$ cat config.mk
export PLATFORM = sky130hd
export DESIGN_NAME = demux_burst_scheduler_flat
export DESIGN_NICKNAME = d
export VERILOG_FILES = /design/src/rtl/demux_burst_scheduler_pkg.sv /design/src/rtl/demux_burst_scheduler_if.sv /design/src/rtl/demux_burst_scheduler_rr_arbiter.sv /design/src/rtl/demux_burst_scheduler.sv /design/src/flat_wrapper.sv
export SDC_FILE = /design/constraint.sdc
export NUM_CORES = 1
export LEC_CHECK = 0
export ABC_AREA = 1
export CELL_PAD_IN_SITES_DETAIL_PLACEMENT = 1
export CELL_PAD_IN_SITES_GLOBAL_PLACEMENT = 2
export CORE_UTILIZATION = 29
export CTS_BUF_LIST = sky130_fd_sc_hd__clkbuf_8 sky130_fd_sc_hd__clkbuf_16
export CTS_CLUSTER_DIAMETER = 40
export CTS_CLUSTER_SIZE = 30
export DETAILED_ROUTE_END_ITERATION = 6
export PLACE_DENSITY_LB_ADDON = 0.3
export SETUP_SLACK_MARGIN = 0.02
export SLEW_MARGIN = 30
export SYNTH_ARGS = -nofsm -noshare
export SYNTH_HDL_FRONTEND = slang
export SYNTH_SLANG_ARGS = --single-unit
export TNS_END_PERCENT = 20
$ cat constraint.sdc
create_clock -name Clock_In -period 3.05 [get_ports Clock_In]
set_input_delay 0.4575 -clock Clock_In [delete_from_list [all_inputs] [get_ports Clock_In]]
set_output_delay 0.4575 -clock Clock_In [all_outputs]
set_load 0.05 [all_outputs]
$ cat src/rtl/demux_burst_scheduler_pkg.sv
// Purpose : shared types and default constants for the DEMUX burst scheduler.
// Latency : n/a (types and constants only).
// Backpressure : n/a.
// Contents: state_t (IDLE/BURST/GAP), STATE_W, default parameter values.
package demux_sched_pkg;

    localparam int STATE_W = 2;

    typedef enum logic [STATE_W-1:0] {
        IDLE  = 2'd0,
        BURST = 2'd1,
        GAP   = 2'd2
    } state_t;

    localparam int DEF_NUM_CH     = 8;
    localparam int DEF_SEL_W      = 3;
    localparam int DEF_BURST_LEN  = 4;
    localparam int DEF_GAP_CYCLES = 1;

endpackage

$ cat src/rtl/demux_burst_scheduler_if.sv
// Purpose : bundles the request, upstream handshake and DEMUX control signals of the scheduler.
// Latency : n/a (wires only).
// Backpressure : Data_Ready_Out is the upstream ready; a beat moves on Data_Valid_In & Data_Ready_Out.
// Modports: master = upstream/consumer side (drives Req_In, Data_Valid_In, Data_In);
//           slave  = scheduler (drives ready, data, select, enable, grant and status pulses).
interface demux_burst_scheduler_if
    import demux_sched_pkg::*;
#(
    parameter int NUM_CH = DEF_NUM_CH,
    parameter int SEL_W  = DEF_SEL_W
);
    logic [NUM_CH-1:0] Req_In;
    logic              Data_Valid_In;
    logic              Data_In;
    logic              Data_Ready_Out;
    logic              Data_Out;
    logic [SEL_W-1:0]  Select_Out;
    logic              Enable_Out;
    logic [NUM_CH-1:0] Grant_Out;
    logic              Busy_Out;
    logic              Burst_Done_Out;
    logic              Abort_Out;

    modport master (
        output Req_In, Data_Valid_In, Data_In,
        input  Data_Ready_Out, Data_Out, Select_Out, Enable_Out, Grant_Out,
               Busy_Out, Burst_Done_Out, Abort_Out
    );

    modport slave (
        input  Req_In, Data_Valid_In, Data_In,
        output Data_Ready_Out, Data_Out, Select_Out, Enable_Out, Grant_Out,
               Busy_Out, Burst_Done_Out, Abort_Out
    );

endinterface

$ cat src/rtl/demux_burst_scheduler_rr_arbiter.sv
// Purpose : combinational round-robin picker; first set request after ptr, wrapping mod NUM_CH.
// Latency : 0 cycles (pure combinational).
// Backpressure : none; vld low when no request is set.
// Ports: req (per-channel requests), ptr (last winner) -> gnt (one-hot), idx (binary), vld.
module rr_arbiter
    import demux_sched_pkg::*;
#(
    parameter int NUM_CH = DEF_NUM_CH,
    parameter int SEL_W  = DEF_SEL_W
) (
    input  logic [NUM_CH-1:0] req,
    input  logic [SEL_W-1:0]  ptr,
    output logic [NUM_CH-1:0] gnt,
    output logic [SEL_W-1:0]  idx,
    output logic              vld
);

    logic [SEL_W-1:0] cand;

    // Scan ptr+1 .. ptr+NUM_CH so the previous winner is looked at last.
    always_comb begin
        gnt  = '0;
        idx  = '0;
        vld  = 1'b0;
        cand = '0;
        for (int i = 1; i <= NUM_CH; i++) begin
            cand = SEL_W'((int'(ptr) + i) % NUM_CH);
            if (!vld && req[cand]) begin
                vld       = 1'b1;
                gnt[cand] = 1'b1;
                idx       = cand;
            end
        end
    end

endmodule

$ cat src/rtl/demux_burst_scheduler.sv
// Purpose : round-robin scheduler sharing one serial stream across NUM_CH DEMUX consumers in fixed bursts.
// Latency : grant 1 cycle after a request is seen in IDLE; Data_Out is a combinational pass of Data_In.
// Backpressure : Data_Ready_Out = Req_In[Select_Out] in BURST only; Valid low stalls the burst indefinitely.
// Ports: Clock_In, Reset_In (sync, active-high), bus (slave modport: requests, handshake, DEMUX control, status).
// Option: DEMUX_SCHED_PRIO_EN makes ch0 win every arbitration without moving the round-robin pointer.
module demux_burst_scheduler
    import demux_sched_pkg::*;
#(
    parameter int NUM_CH     = DEF_NUM_CH,
    parameter int SEL_W      = DEF_SEL_W,
    parameter int BURST_LEN  = DEF_BURST_LEN,
    parameter int GAP_CYCLES = DEF_GAP_CYCLES
) (
    input  logic                    Clock_In,
    input  logic                    Reset_In,
    demux_burst_scheduler_if.slave  bus
);

    localparam int CNT_W = $clog2(BURST_LEN + 1);
    localparam int GAP_W = (GAP_CYCLES > 0) ? $clog2(GAP_CYCLES + 1) : 1;
    localparam logic [CNT_W-1:0] CNT_LAST = CNT_W'(BURST_LEN - 1);
    localparam logic [GAP_W-1:0] GAP_LAST = GAP_W'((GAP_CYCLES > 0) ? GAP_CYCLES - 1 : 0);
    localparam state_t AFTER_BURST = (GAP_CYCLES > 0) ? GAP : IDLE;

    state_t            state_q, state_d;
    logic [SEL_W-1:0]  ptr_q, ptr_d;
    logic [CNT_W-1:0]  cnt_q, cnt_d;
    logic [GAP_W-1:0]  gap_q, gap_d;
    logic [SEL_W-1:0]  sel_q, sel_d;
    logic              en_q, en_d;
    logic [NUM_CH-1:0] grant_q, grant_d;
    logic              done_q, done_d;
    logic              abort_q, abort_d;

    logic [NUM_CH-1:0] arb_gnt;
    logic [SEL_W-1:0]  arb_idx;
    logic              arb_vld;
    logic              prio_hit;
    logic              cur_req;

    rr_arbiter #(
        .NUM_CH (NUM_CH),
        .SEL_W  (SEL_W)
    ) u_arb (
        .req (bus.Req_In),
        .ptr (ptr_q),
        .gnt (arb_gnt),
        .idx (arb_idx),
        .vld (arb_vld)
    );

`ifdef DEMUX_SCHED_PRIO_EN
    assign prio_hit = bus.Req_In[0];
`else
    assign prio_hit = 1'b0;
`endif

    assign cur_req            = bus.Req_In[sel_q];
    assign bus.Data_Ready_Out = (state_q == BURST) && cur_req;
    assign bus.Data_Out       = bus.Data_In;
    assign bus.Select_Out     = sel_q;
    assign bus.Enable_Out     = en_q;
    assign bus.Grant_Out      = grant_q;
    assign bus.Busy_Out       = (state_q != IDLE);
    assign bus.Burst_Done_Out = done_q;
    assign bus.Abort_Out      = abort_q;

    always_ff @(posedge Clock_In) begin
        if (Reset_In) begin
            state_q <= IDLE;
            ptr_q   <= SEL_W'(NUM_CH - 1);
            cnt_q   <= '0;
            gap_q   <= '0;
            sel_q   <= '0;
            en_q    <= 1'b0;
            grant_q <= '0;
            done_q  <= 1'b0;
            abort_q <= 1'b0;
        end else begin
            state_q <= state_d;
            ptr_q   <= ptr_d;
            cnt_q   <= cnt_d;
            gap_q   <= gap_d;
            sel_q   <= sel_d;
            en_q    <= en_d;
            grant_q <= grant_d;
            done_q  <= done_d;
            abort_q <= abort_d;
        end
    end

    always_comb begin
        state_d = state_q;
        ptr_d   = ptr_q;
        cnt_d   = cnt_q;
        gap_d   = gap_q;
        sel_d   = sel_q;
        en_d    = en_q;
        grant_d = grant_q;
        done_d  = 1'b0;
        abort_d = 1'b0;
        unique case (state_q)
            IDLE: begin
                if (prio_hit || arb_vld) begin
                    state_d = BURST;
                    en_d    = 1'b1;
                    cnt_d   = '0;
                    if (prio_hit) begin
                        // Priority grants leave the pointer alone so RR fairness among the rest is kept.
                        sel_d   = '0;
                        grant_d = NUM_CH'(1);
                    end else begin
                        sel_d   = arb_idx;
                        grant_d = arb_gnt;
                        ptr_d   = arb_idx;
                    end
                end
            end
            BURST: begin
                if (!cur_req) begin
                    // Consumer withdrew mid-burst: cut it short and flag the abort.
                    state_d = AFTER_BURST;
                    en_d    = 1'b0;
                    grant_d = '0;
                    gap_d   = '0;
                    done_d  = 1'b1;
                    abort_d = 1'b1;
                end else if (bus.Data_Valid_In) begin
                    cnt_d = cnt_q + 1'b1;
                    if (cnt_q == CNT_LAST) begin
                        state_d = AFTER_BURST;
                        en_d    = 1'b0;
                        grant_d = '0;
                        gap_d   = '0;
                        done_d  = 1'b1;
                    end
                end
            end
            GAP: begin
                if (gap_q == GAP_LAST) begin
                    state_d = IDLE;
                end else begin
                    gap_d = gap_q + 1'b1;
                end
            end
            default: state_d = IDLE;
        endcase
    end

endmodule

$ cat src/flat_wrapper.sv
// flat-port wrapper written by rule: the top's interface ports become plain ports
module demux_burst_scheduler_flat import demux_sched_pkg::*;
#(
    parameter int NUM_CH     = DEF_NUM_CH,
    parameter int SEL_W      = DEF_SEL_W,
    parameter int BURST_LEN  = DEF_BURST_LEN,
    parameter int GAP_CYCLES = DEF_GAP_CYCLES
)
  (Clock_In, Reset_In, bus_Req_In, bus_Data_Valid_In, bus_Data_In, bus_Data_Ready_Out, bus_Data_Out, bus_Select_Out, bus_Enable_Out, bus_Grant_Out, bus_Busy_Out, bus_Burst_Done_Out, bus_Abort_Out);
  demux_burst_scheduler_if #(.NUM_CH(NUM_CH), .SEL_W(SEL_W)) bus_i ();
  input  logic Clock_In;
  input  logic Reset_In;
  input wire logic [$bits(bus_i.Req_In)-1:0] bus_Req_In;
  input wire logic [$bits(bus_i.Data_Valid_In)-1:0] bus_Data_Valid_In;
  input wire logic [$bits(bus_i.Data_In)-1:0] bus_Data_In;
  output wire logic [$bits(bus_i.Data_Ready_Out)-1:0] bus_Data_Ready_Out;
  output wire logic [$bits(bus_i.Data_Out)-1:0] bus_Data_Out;
  output wire logic [$bits(bus_i.Select_Out)-1:0] bus_Select_Out;
  output wire logic [$bits(bus_i.Enable_Out)-1:0] bus_Enable_Out;
  output wire logic [$bits(bus_i.Grant_Out)-1:0] bus_Grant_Out;
  output wire logic [$bits(bus_i.Busy_Out)-1:0] bus_Busy_Out;
  output wire logic [$bits(bus_i.Burst_Done_Out)-1:0] bus_Burst_Done_Out;
  output wire logic [$bits(bus_i.Abort_Out)-1:0] bus_Abort_Out;
  assign bus_i.Req_In = bus_Req_In;
  assign bus_i.Data_Valid_In = bus_Data_Valid_In;
  assign bus_i.Data_In = bus_Data_In;
  assign bus_Data_Ready_Out = bus_i.Data_Ready_Out;
  assign bus_Data_Out = bus_i.Data_Out;
  assign bus_Select_Out = bus_i.Select_Out;
  assign bus_Enable_Out = bus_i.Enable_Out;
  assign bus_Grant_Out = bus_i.Grant_Out;
  assign bus_Busy_Out = bus_i.Busy_Out;
  assign bus_Burst_Done_Out = bus_i.Burst_Done_Out;
  assign bus_Abort_Out = bus_i.Abort_Out;
  demux_burst_scheduler #(.NUM_CH(NUM_CH), .SEL_W(SEL_W), .BURST_LEN(BURST_LEN), .GAP_CYCLES(GAP_CYCLES)) u_core (.Clock_In(Clock_In), .Reset_In(Reset_In), .bus(bus_i));
endmodule
==> results.cfg <==
[status]
status = finished clean

[critical_path]
start_kind = register
cpPeakStageDelay_ns = 0.39
timing.critical_path.fanout_max = 13
reg2reg_from = u_core.ptr_q[0]
r2r_cells = 15
critical_path_required_ns = 3.26
regToRegSetupSlack_ns = 0.32
endpoint_kind = register
timing.rr.end = u_core.bus.Grant_Out[2]
path_class = register to register
crit_slowest_cell = dfxtp_1
cp.arrival_ns = 2.94
critPathMostFrequentCell = nor2_4
cp_top_family = simple AND/OR/NAND/NOR gates
path_cells = inv_2, ha_1, inv_4, nand3_1, nand3_2, nand2_2, nor2_4, nand4_4, nor2_4, nand3_2, nand2_4, inv_2, nor2_4, nand3_1, nand2_1
cp_num_buf_inv = 3

[cells_and_area]
multiInputGateArea_um2 = 1629
seq_area_um2 = 440.4
antenna_cells = 0
drive_above_1_share = 0.1229
layout_common_cells = nand2_1 (119), nand3_1 (62), nor2_1 (37)
n_fill_cell = 981
final_nets = 436
synthToLayoutAreaGrowth_pct = 20.10
layout_commonest_cell = nand2_1

[global_route]
grt_pass1_wl_mm = 13.34
grt_pass1_vias = 2730
antenna_found_initial = 0
overflow = 0
grt.total_usage = 0.1981
grt_max_degree = 23

[timing]
grt_setup_unrepaired = no
tns_ns = 0
period_share = 0.8943
min_period_ns = 2.728
relSlewSlack = 0.6517
setup_violations = 0
fin_worst_skew_ns = 0.005128
finalMaxSlewViolations = 0
hold_viol = 0
fmax_ghz = 0.3666
worst_slew_pin_slew_ns = 0.5221

[worst_hold_path]
hold_path_end = u_core.bus.Grant_Out[5]
worst_hold_path_type = register to register
whs_path_depth = 2
holdCritStartpoint = u_core.bus.Grant_Out[5]

[cts]
cts_buffer_depth = 2
cts_htree_levels = 1
ctsRootBufferMaster = clkbuf_8
tritoncts = done
clk_pin_slew_worst_paths_ns = 0.08
cts_buffers = 3
worstSkewPairLatency_ns = 0.26
clock-sinks = 22
cts_setup_buffers = 0

[logic_synthesis]
syn_inst = 391
syn_area_per_cell_um2 = 5.811
seq_area_frac_synth = 0.1938
yosys_warnings = 0
synth.largest_area_cell = nand2_1
synth_area_leaders = nand2_1 (20%), dfxtp_1 (19%), nand3_1 (14%)
synth_top_area_frac = 0.1966
synth-seq-cells = 22
ys_types = 33
syn-cell-area_um2 = 2272
syn_nets = 411

[route]
drc = 0
viasPerCell = 5.076
drt_iter0_markers = 63
vias = 2609
antenna_left = 0
firstDrtPassIters = 4
wire_per_inst_um = 14.76
wl_mm = 7.588

[placed_design]
gp_congestion = 0.8355
port_buffers = 26
dp_hpwl_mm = 6.054

[pwr]
p_per_area_nw_per_um2 = 1300
ir_worst_vdd_mv = 0.4094
total_power_w = 0.003548
p_leak_nw = 1.249

[floorplanning]
chipWidth_um = 90.52
initial_core_util = 0.3067
core_area_um2 = 7408
die_area_um2 = 8193
io_pins = 29
rows = 31
die_h_um = 90.52

[job]
cap_violations = 0
routing by layer:
metal / up-vias / part of all wire / GRT usage
met5: - / 0 / 0
met2: 37 / 0.50 / 0.3580
li1: 1334 / - / -
met4: 0 / 0.018 / 0.04032
met1: 1228 / 0.46 / 0.2513
met3: 10 / 0.024 / 0.02189
how the worst max path moves through the flow:
stage	slack, ns	depth (start not counted)	start	endpoint
after global routing	0.06	15	u_core.ptr_q[0]	u_core.bus.Grant_Out[2]
final	0.32	15	u_core.ptr_q[0]	u_core.bus.Grant_Out[2]
after CTS	0.16	15	u_core.ptr_q[0]	u_core.bus.Grant_Out[2]
after detailed placement	0.18	14	bus_Req_In[2]	u_core.bus.Grant_Out[3]
after global placement	0.25	14	bus_Req_In[2]	u_core.bus.Grant_Out[1]
after floorplan	0.41	19	u_core.ptr_q[0]	u_core.cnt_q[2]
Yosys cell counts:
library cell  number
a32o_1             1
buf_4              2
nand2_2           12
and2_1             1
buf_6              2
a31oi_1            2
ha_1               8
o21bai_1           2
clkbuf_2           1
nor3_4             1
dfxtp_1           22
o21bai_2           1
o211ai_1           2
nor3_1            19
nor2_1            37
inv_1             28
o21ai_1            1
o21ai_0           13
clkbuf_1           7
nor2_4             6
nor2_2             1
or2_4              1
nand3b_1           1
nand2_4            2
nand2_1          119
a21oi_1           19
nand3_2            5
o21a_1             1
nand4_4            1
buf_2              2
nand3_1           62
inv_2              7
o22ai_1            2
what timing repair did:
item | CTS | global route
setup endpoints to repair | 0 | 10
hold buffers | 0 | 0
gates resized for setup | 0 | 3
power breakdown:
group	internal [W]	total, W	switching, W
logic	0.000843	0.00284	0.00200
clock network	0.000175	0.000274	0.0000990
registers	0.000377	0.000435	0.0000584
sequential cells by signal, summed over array words and instances, names as in the netlist:
name	cells
u_core.state_q	2
u_core.bus.Burst_Done_Out	1
u_core.bus.Abort_Out	1
u_core.ptr_q	3
u_core.bus.Select_Out	3
u_core.bus.Grant_Out	8
u_core.bus.Enable_Out	1
u_core.cnt_q	3
cell families after synthesis:
kind of cell,Yosys count,share of synthesized area
buffers and inverters,49,0.09251
AO/OA/AOI/OAI,44,0.1096
flip-flops,22,0.1938
AND/OR/NAND/NOR,268,0.5600
adder cells (fa/ha/maj),8,0.04405
final cells by class:
class / count / area share
sequential: 22 / 0.1614
tap: 99 / 0.04539
inverter: 35 / 0.04906
clock buffer: 3 / 0.01513
multi-input combinational: 320 / 0.5970
timing repair buffer: 34 / 0.1210
clock inverter: 1 / 0.01100
stage by stage:
stage	hold slack, ns	cells	util	worst slack (ns)	area, µm²
2_1_floorplan	0.4609	391	-	0.4065	2272
3_5_place_dp	0.4629	510	0.3574	0.1826	2648
5_1_grt	0.4819	514	0.3684	0.05502	2729
3_3_place_gp	0.4586	510	0.3574	0.2505	2648
6_report	0.4692	514	0.3684	0.3223	2729
4_1_cts	0.4751	514	0.3670	0.1576	2719
worst min-delay path, delay by kind of cell (launching register included):
kind	cells	cell delay, ns
flip-flops	1	0.32
AND/OR/NAND/NOR	2	0.11
(Power assumes the default switching activity.)
